==> config.mk <==
export PLATFORM = sky130hd
export DESIGN_NAME = reg_writeback_flat
export DESIGN_NICKNAME = d
export VERILOG_FILES = /design/src/rtl/reg_writeback_pkg.sv /design/src/rtl/reg_writeback_if.sv /design/src/rtl/reg_writeback_lowest_set_bit.sv /design/src/rtl/reg_writeback.sv /design/src/flat_wrapper.sv
export SDC_FILE = /design/constraint.sdc
export NUM_CORES = 1
export LEC_CHECK = 0
export BUFFER_PORTS_ARGS = -buffer_cell sky130_fd_sc_hd__buf_2
export CORE_ASPECT_RATIO = 0.7
export CORE_MARGIN = 2
export CORE_UTILIZATION = 51
export CTS_CLUSTER_SIZE = 20
export DETAILED_ROUTE_END_ITERATION = 8
export PLACE_DENSITY = 0.77
export SLEW_MARGIN = 20
export SYNTH_ARGS = -nofsm -noshare
export SYNTH_HDL_FRONTEND = slang
export SYNTH_SLANG_ARGS = --single-unit
==> constraint.sdc <==
create_clock -name clock -period 2.79 [get_ports clock]
set_clock_uncertainty 0.05 [all_clocks]
set_input_delay 0.558 -clock clock [delete_from_list [all_inputs] [get_ports clock]]
set_output_delay 0.558 -clock clock [all_outputs]
set_load 0.01 [all_outputs]
==> src/rtl/reg_writeback_pkg.sv <==
// Shared CPU definitions for the writeback slice: retire kinds, FSM states, flag positions.
package cpu_pkg;

    localparam int unsigned DATA_W = 32;
    localparam logic [3:0]  PC_INDEX = 4'd15;

    // NZCV bit positions within the flags nibble
    localparam int unsigned FLAG_N = 3;
    localparam int unsigned FLAG_Z = 2;
    localparam int unsigned FLAG_C = 1;
    localparam int unsigned FLAG_V = 0;

    typedef enum logic [1:0] {
        KindAlu   = 2'd0,
        KindLoad  = 2'd1,
        KindLoadm = 2'd2,
        KindNop   = 2'd3
    } wb_kind_e;

    typedef enum logic [2:0] {
        StIdle,
        StLoadWait,
        StMultiReq,
        StMultiWait,
        StBaseWb
    } wb_state_e;

endpackage

==> src/rtl/reg_writeback_if.sv <==
// Execute-to-writeback handshake plus the memory read bus used by the writeback sequencer.
interface reg_writeback_if;
    import cpu_pkg::*;

    logic              wb_valid;
    logic              wb_ready;
    wb_kind_e          wb_kind;
    logic [3:0]        wb_rd;
    logic [DATA_W-1:0] wb_data;
    logic [3:0]        wb_flags;
    logic              wb_set_flags;
    logic [15:0]       wb_reglist;

    logic              mem_req;
    logic [DATA_W-1:0] mem_addr;
    logic              mem_ack;
    logic [DATA_W-1:0] mem_rdata;

    modport master (
        output wb_valid, wb_kind, wb_rd, wb_data, wb_flags, wb_set_flags, wb_reglist,
        input  wb_ready,
        input  mem_req, mem_addr,
        output mem_ack, mem_rdata
    );

    modport slave (
        input  wb_valid, wb_kind, wb_rd, wb_data, wb_flags, wb_set_flags, wb_reglist,
        output wb_ready,
        output mem_req, mem_addr,
        input  mem_ack, mem_rdata
    );

endinterface

==> src/rtl/reg_writeback_lowest_set_bit.sv <==
// 16-bit priority encoder: index of the lowest set bit and a valid flag.
module lowest_set_bit (
    input  logic [15:0] mask_i,
    output logic [3:0]  idx_o,
    output logic        valid_o
);

    always_comb begin
        idx_o   = 4'd0;
        valid_o = |mask_i;
        for (int i = 15; i >= 0; i--) begin
            if (mask_i[i]) idx_o = 4'(i);
        end
    end

endmodule

==> src/rtl/reg_writeback.sv <==
// Writeback sequencer serialising ALU, load and load-multiple results onto one register write port.
// Optional REG_WRITEBACK_BASE_EN adds base-register writeback after a load-multiple.
module reg_writeback
    import cpu_pkg::*;
#(
    parameter int unsigned ADDR_STEP   = 4,
    parameter int unsigned MEM_TIMEOUT = 0
) (
    input  logic              clock,
    input  logic              reset_n,
    reg_writeback_if.slave    bus,
    output logic [DATA_W-1:0] in_reg,
    output logic [3:0]        sel_in,
    output logic              reg_we,
    output logic [3:0]        flags_in,
    output logic              flags_we,
    output logic              pc_inc,
    output logic              mem_err
);

    wb_state_e         state_q, state_d;
    logic [DATA_W-1:0] addr_q, addr_d;
    logic [3:0]        rd_q, rd_d;
    logic [15:0]       mask_q, mask_d;
    logic              wrote_pc_q, wrote_pc_d;
    logic [31:0]       timer_q, timer_d;
    logic              err_q, err_d;
    logic              reg_we_q, reg_we_d;
    logic [3:0]        sel_q, sel_d;
    logic [DATA_W-1:0] data_q, data_d;
    logic              flags_we_q, flags_we_d;
    logic [3:0]        flags_q, flags_d;
    logic              pc_inc_q, pc_inc_d;
`ifdef REG_WRITEBACK_BASE_EN
    logic              rd_in_mask_q, rd_in_mask_d;
`endif

    logic [3:0] lsb_idx;
    logic       lsb_valid;
    logic       wait_expired;

    lowest_set_bit u_lsb (
        .mask_i  (mask_q),
        .idx_o   (lsb_idx),
        .valid_o (lsb_valid)
    );

    assign wait_expired = (MEM_TIMEOUT != 0) && (timer_q == MEM_TIMEOUT - 32'd1);

    assign bus.wb_ready = (state_q == StIdle);
    assign bus.mem_req  = (state_q == StLoadWait) || (state_q == StMultiWait);
    assign bus.mem_addr = addr_q;

    assign in_reg   = data_q;
    assign sel_in   = sel_q;
    assign reg_we   = reg_we_q;
    assign flags_in = flags_q;
    assign flags_we = flags_we_q;
    assign pc_inc   = pc_inc_q;
    assign mem_err  = err_q;

    always_comb begin
        state_d    = state_q;
        addr_d     = addr_q;
        rd_d       = rd_q;
        mask_d     = mask_q;
        wrote_pc_d = wrote_pc_q;
        timer_d    = timer_q;
        err_d      = err_q;
        reg_we_d   = 1'b0;
        sel_d      = sel_q;
        data_d     = data_q;
        flags_we_d = 1'b0;
        flags_d    = flags_q;
        pc_inc_d   = 1'b0;
`ifdef REG_WRITEBACK_BASE_EN
        rd_in_mask_d = rd_in_mask_q;
`endif

        case (state_q)
            StIdle: begin
                if (bus.wb_valid) begin
                    case (bus.wb_kind)
                        KindAlu: begin
                            reg_we_d = 1'b1;
                            sel_d    = bus.wb_rd;
                            data_d   = bus.wb_data;
                            pc_inc_d = (bus.wb_rd != PC_INDEX);
                            if (bus.wb_set_flags) begin
                                flags_we_d = 1'b1;
                                flags_d    = bus.wb_flags;
                            end
                        end
                        KindLoad: begin
                            addr_d  = bus.wb_data;
                            rd_d    = bus.wb_rd;
                            timer_d = 32'd0;
                            state_d = StLoadWait;
                        end
                        KindLoadm: begin
                            addr_d     = bus.wb_data;
                            rd_d       = bus.wb_rd;
                            mask_d     = bus.wb_reglist;
                            wrote_pc_d = bus.wb_reglist[PC_INDEX];
`ifdef REG_WRITEBACK_BASE_EN
                            rd_in_mask_d = bus.wb_reglist[bus.wb_rd];
`endif
                            // An empty list retires immediately like a NOP
                            if (bus.wb_reglist == 16'd0) pc_inc_d = 1'b1;
                            else                         state_d  = StMultiReq;
                        end
                        default: pc_inc_d = 1'b1;
                    endcase
                end
            end

            StLoadWait: begin
                if (bus.mem_ack) begin
                    reg_we_d = 1'b1;
                    sel_d    = rd_q;
                    data_d   = bus.mem_rdata;
                    pc_inc_d = (rd_q != PC_INDEX);
                    state_d  = StIdle;
                end else if (wait_expired) begin
                    err_d   = 1'b1;
                    state_d = StIdle;
                end else begin
                    timer_d = timer_q + 32'd1;
                end
            end

            StMultiReq: begin
                timer_d = 32'd0;
                if (lsb_valid) begin
                    state_d = StMultiWait;
                end else begin
                    pc_inc_d = !wrote_pc_q;
                    state_d  = StIdle;
                end
            end

            StMultiWait: begin
                if (bus.mem_ack) begin
                    reg_we_d = 1'b1;
                    sel_d    = lsb_idx;
                    data_d   = bus.mem_rdata;
                    mask_d   = mask_q & ~(16'd1 << lsb_idx);
                    addr_d   = addr_q + DATA_W'(ADDR_STEP);
                    if (mask_d != 16'd0) begin
                        state_d = StMultiReq;
                    end else begin
`ifdef REG_WRITEBACK_BASE_EN
                        // addr_d already equals base + ADDR_STEP * popcount(mask)
                        if (!rd_in_mask_q) begin
                            state_d = StBaseWb;
                        end else begin
                            pc_inc_d = !wrote_pc_q;
                            state_d  = StIdle;
                        end
`else
                        pc_inc_d = !wrote_pc_q;
                        state_d  = StIdle;
`endif
                    end
                end else if (wait_expired) begin
                    err_d   = 1'b1;
                    state_d = StIdle;
                end else begin
                    timer_d = timer_q + 32'd1;
                end
            end

            StBaseWb: begin
                reg_we_d = 1'b1;
                sel_d    = rd_q;
                data_d   = addr_q;
                pc_inc_d = !(wrote_pc_q || (rd_q == PC_INDEX));
                state_d  = StIdle;
            end

            default: state_d = StIdle;
        endcase
    end

    always_ff @(posedge clock) begin
        if (!reset_n) begin
            state_q    <= StIdle;
            addr_q     <= '0;
            rd_q       <= '0;
            mask_q     <= '0;
            wrote_pc_q <= 1'b0;
            timer_q    <= '0;
            err_q      <= 1'b0;
            reg_we_q   <= 1'b0;
            sel_q      <= '0;
            data_q     <= '0;
            flags_we_q <= 1'b0;
            flags_q    <= '0;
            pc_inc_q   <= 1'b0;
`ifdef REG_WRITEBACK_BASE_EN
            rd_in_mask_q <= 1'b0;
`endif
        end else begin
            state_q    <= state_d;
            addr_q     <= addr_d;
            rd_q       <= rd_d;
            mask_q     <= mask_d;
            wrote_pc_q <= wrote_pc_d;
            timer_q    <= timer_d;
            err_q      <= err_d;
            reg_we_q   <= reg_we_d;
            sel_q      <= sel_d;
            data_q     <= data_d;
            flags_we_q <= flags_we_d;
            flags_q    <= flags_d;
            pc_inc_q   <= pc_inc_d;
`ifdef REG_WRITEBACK_BASE_EN
            rd_in_mask_q <= rd_in_mask_d;
`endif
        end
    end

endmodule
==> src/flat_wrapper.sv <==
// flat-port wrapper written by rule: the top's interface ports become plain ports
module reg_writeback_flat import cpu_pkg::*;
#(
    parameter int unsigned ADDR_STEP   = 4,
    parameter int unsigned MEM_TIMEOUT = 0
)
  (clock, reset_n, in_reg, sel_in, reg_we, flags_in, flags_we, pc_inc, mem_err, bus_wb_valid, bus_wb_kind, bus_wb_rd, bus_wb_data, bus_wb_flags, bus_wb_set_flags, bus_wb_reglist, bus_wb_ready, bus_mem_req, bus_mem_addr, bus_mem_ack, bus_mem_rdata);
  reg_writeback_if bus_i ();
  input  logic clock;
  input  logic reset_n;
  output logic [DATA_W-1:0] in_reg;
  output logic [3:0] sel_in;
  output logic reg_we;
  output logic [3:0] flags_in;
  output logic flags_we;
  output logic pc_inc;
  output logic mem_err;
  input wire logic [$bits(bus_i.wb_valid)-1:0] bus_wb_valid;
  input wire logic [$bits(bus_i.wb_kind)-1:0] bus_wb_kind;
  input wire logic [$bits(bus_i.wb_rd)-1:0] bus_wb_rd;
  input wire logic [$bits(bus_i.wb_data)-1:0] bus_wb_data;
  input wire logic [$bits(bus_i.wb_flags)-1:0] bus_wb_flags;
  input wire logic [$bits(bus_i.wb_set_flags)-1:0] bus_wb_set_flags;
  input wire logic [$bits(bus_i.wb_reglist)-1:0] bus_wb_reglist;
  output wire logic [$bits(bus_i.wb_ready)-1:0] bus_wb_ready;
  output wire logic [$bits(bus_i.mem_req)-1:0] bus_mem_req;
  output wire logic [$bits(bus_i.mem_addr)-1:0] bus_mem_addr;
  input wire logic [$bits(bus_i.mem_ack)-1:0] bus_mem_ack;
  input wire logic [$bits(bus_i.mem_rdata)-1:0] bus_mem_rdata;
  assign bus_i.wb_valid = bus_wb_valid;
  assign bus_i.wb_kind = bus_wb_kind;
  assign bus_i.wb_rd = bus_wb_rd;
  assign bus_i.wb_data = bus_wb_data;
  assign bus_i.wb_flags = bus_wb_flags;
  assign bus_i.wb_set_flags = bus_wb_set_flags;
  assign bus_i.wb_reglist = bus_wb_reglist;
  assign bus_wb_ready = bus_i.wb_ready;
  assign bus_mem_req = bus_i.mem_req;
  assign bus_mem_addr = bus_i.mem_addr;
  assign bus_i.mem_ack = bus_mem_ack;
  assign bus_i.mem_rdata = bus_mem_rdata;
  reg_writeback #(.ADDR_STEP(ADDR_STEP), .MEM_TIMEOUT(MEM_TIMEOUT)) u_core (.clock(clock), .reset_n(reset_n), .bus(bus_i), .in_reg(in_reg), .sel_in(sel_in), .reg_we(reg_we), .flags_in(flags_in), .flags_we(flags_we), .pc_inc(pc_inc), .mem_err(mem_err));
endmodule
==> out/results.txt <==
status - complete, no violations
normalized max-slew margin - 39.3%
flops & latches, synth - 98
DIE AREA - 11300 um^2
Min-Delay Path Class - input port to flip-flop
ys async rst share - 0%
P_sw - 1.17 mW
antenna diode count - 0
Max Fanout on Critical Path - 9
Net Sw Frac - 32.0%
Setup crit end kind - flip-flop
Final ANT Viol Nets - 0
HPWL after DPL - 13000 um
Cells on Worst Hold Path - 3
filler cell count - 914
PwrDens - 555 nW/um^2
Sink Count - 98
Worst-Margin Slew - 0.903 ns
Multi-input gate area - 3110 um^2
Finish-stage setup viols - 0
first-pass GRT wire length - 28100 um
clock buffer depth - 2
Iteration-0 DRC Markers - 550
Initial Utilization - 51.9%
Non-Filler Instances - 977
ys flop type - dfxtp_1
Seq pwr share - 44.2%
Yosys Warn Count - 0
count of unique library cells instantiated by Yosys - 60
Reg area - 1960 um^2
P_int - 2.49 mW
worst reg2reg setup slack - 0.09 ns
peak supply drop - 0.318 mV
DR vias - 5862
Clock power frac - 31.9%
crit path kind - flip-flop to flip-flop
Comb pwr share - 23.9%
post-synthesis sequential area ratio - 36.9%
CTS Buf Count - 9
drt wl/cell - 17.9 um
Slew Viols, Final - 0
f_max - 370 MHz
RSZ-0062 raised after global routing - no
CTS tree - done
net count after synthesis - 788
IO Count - 173
CORE AREA - 10200 um^2
final hold vios - 0
fraction of layout cells with a size suffix above 1 - 26.3%
vias in the first global route - 5254
crit path launch type - flip-flop
leading cell type in the layout, fill and taps excluded - buf_2
drt pass-1 iters - 5
commonest non-fill, non-tap cells in the layout - buf_2 (171), dfxtp_1 (97), nor2_1 (92)
Die W - 126 um
Max Cap Viol - 0
row count - 31
number of hold buffers added after cts - 0
Residual DRC - 0
routability cong. - 0.944
placed cell count - 961
Port Buf Inserts - 171
setup_tns - 0 ns
Min Hold Slack - 0.393 ns
final WL - 17500 um
H-tree depth - 3
clock-pin slew on the worst setup and hold paths - 0.07 ns
WP data arrival - 2.89 ns
GRT Resource Usage Total - 31.1%
Nets - 939
Via density - 6.00
Post-synth EDFFs - 0
Clock Latency Late Sink - 0.35 ns
initial antenna violation count - 0
Tcrit/Tclk final - 96.8%
post-route minimum period - 2.70 ns
r2r worst-path depth - 7
Layout Utilization - 64.4%
LEAKAGE - 2.78 nW
Clock Tree Root - clkbuf_16
Mapped Avg Cell Area - 7.71 um^2
required time of the critical path - 2.98 ns
Synth Instances - 689
Die Y - 89.4 um
area growth from synthesis to layout - 24.1%
Synth Cell Area - 5310 um^2
gr ovfl total - 0
largest net degree at the start of global routing - 70
## repair_timing
item,4_1_cts,5_1_grt
setup buffers,0,0
hold endpoints to repair,0,0
resized for setup,0,1
endpoints found under the setup margin,0,1
## cell type report
cell class,instances,share of cell area [%]
multi-input cells,528,47.2
well taps,132,2.50
inverters,10,0.569
clock inverters,5,0.569
repair buffers,193,15.9
clock buffers,11,3.53
flip-flops and latches,98,29.8
## power by group through the flow
stage                     clock (mW)  sequential (mW)  combinational, mW
after detailed placement           0             1.64              0.861
after floorplan                    0             1.67              0.486
after CTS                       1.18             1.61              0.866
final                           1.17             1.62              0.874
after global routing            1.24             1.63              0.963
after global placement             0             1.64              0.843
## critical path, stage by stage (launching register included)
cell and delay (ns):
dfxtp_1 0.40, or4_4 0.63, nor4_2 0.39, o21ai_1 0.18
o2bb2ai_1 0.19, a2111oi_2 0.28, nand4_1 0.22, a22o_1 0.25
## Yosys cell counts (9+ instances only)
master / number / share of area [%]
a31oi_1: 10 / 1.2
nor2_1: 93 / 6.6
mux2i_1: 43 / 8.1
dfxtp_1: 98 / 37
a211oi_1: 42 / 5.9
and3_1: 10 / 1.2
nand3_1: 20 / 1.9
o21ai_0: 46 / 4.3
nand4_1: 12 / 1.4
nand2_1: 60 / 4.2
inv_1: 9 / 0.64
clkbuf_1: 47 / 3.3
nor3_1: 14 / 1.3
a21oi_1: 80 / 7.5
## layer usage
layer	up-vias	track usage [%]	share of wire, %
met5	-	0	0
met4	0	6.39	1.2
met3	15	6.22	9.3
met2	280	46.7	42
met1	2749	46.4	48
li1	2818	-	-
## kinds of logic after synthesis
| group | count (synthesis) | share of synthesized area, % |
|---|---|---|
| buffers and inverters | 63 | 4.80 |
| muxes | 43 | 8.10 |
| and+or+nand+nor | 250 | 22.2 |
| adders and majority gates | 4 | 0.942 |
| AOI/OAI and AO/OA | 230 | 27.0 |
| DFF | 98 | 36.9 |
| other | 1 | 0.0706 |
## path summary, 6_finish.rpt
path,from,endpoint
max,u_core.mask_q[5],u_core.state_q[1]
min,bus_wb_flags[2],u_core.flags_in[2]
max reg2reg,u_core.mask_q[5],u_core.state_q[1]
min reg2reg,u_core.wrote_pc_q,u_core.wrote_pc_q
## per-stage QoR
| stage | cell area, um^2 | worst slack, ns | power, mW |
|---|---|---|---|
| after floorplan | 5310 | 0.333 | 2.15 |
| after global placement | 6320 | 0.141 | 2.48 |
| after detailed placement | 6320 | 0.118 | 2.50 |
| after CTS | 6590 | 0.160 | 3.66 |
| after global routing | 6600 | 0.0383 | 3.84 |
| final | 6600 | 0.0897 | 3.66 |
Power figures use the tool's default switching activity.
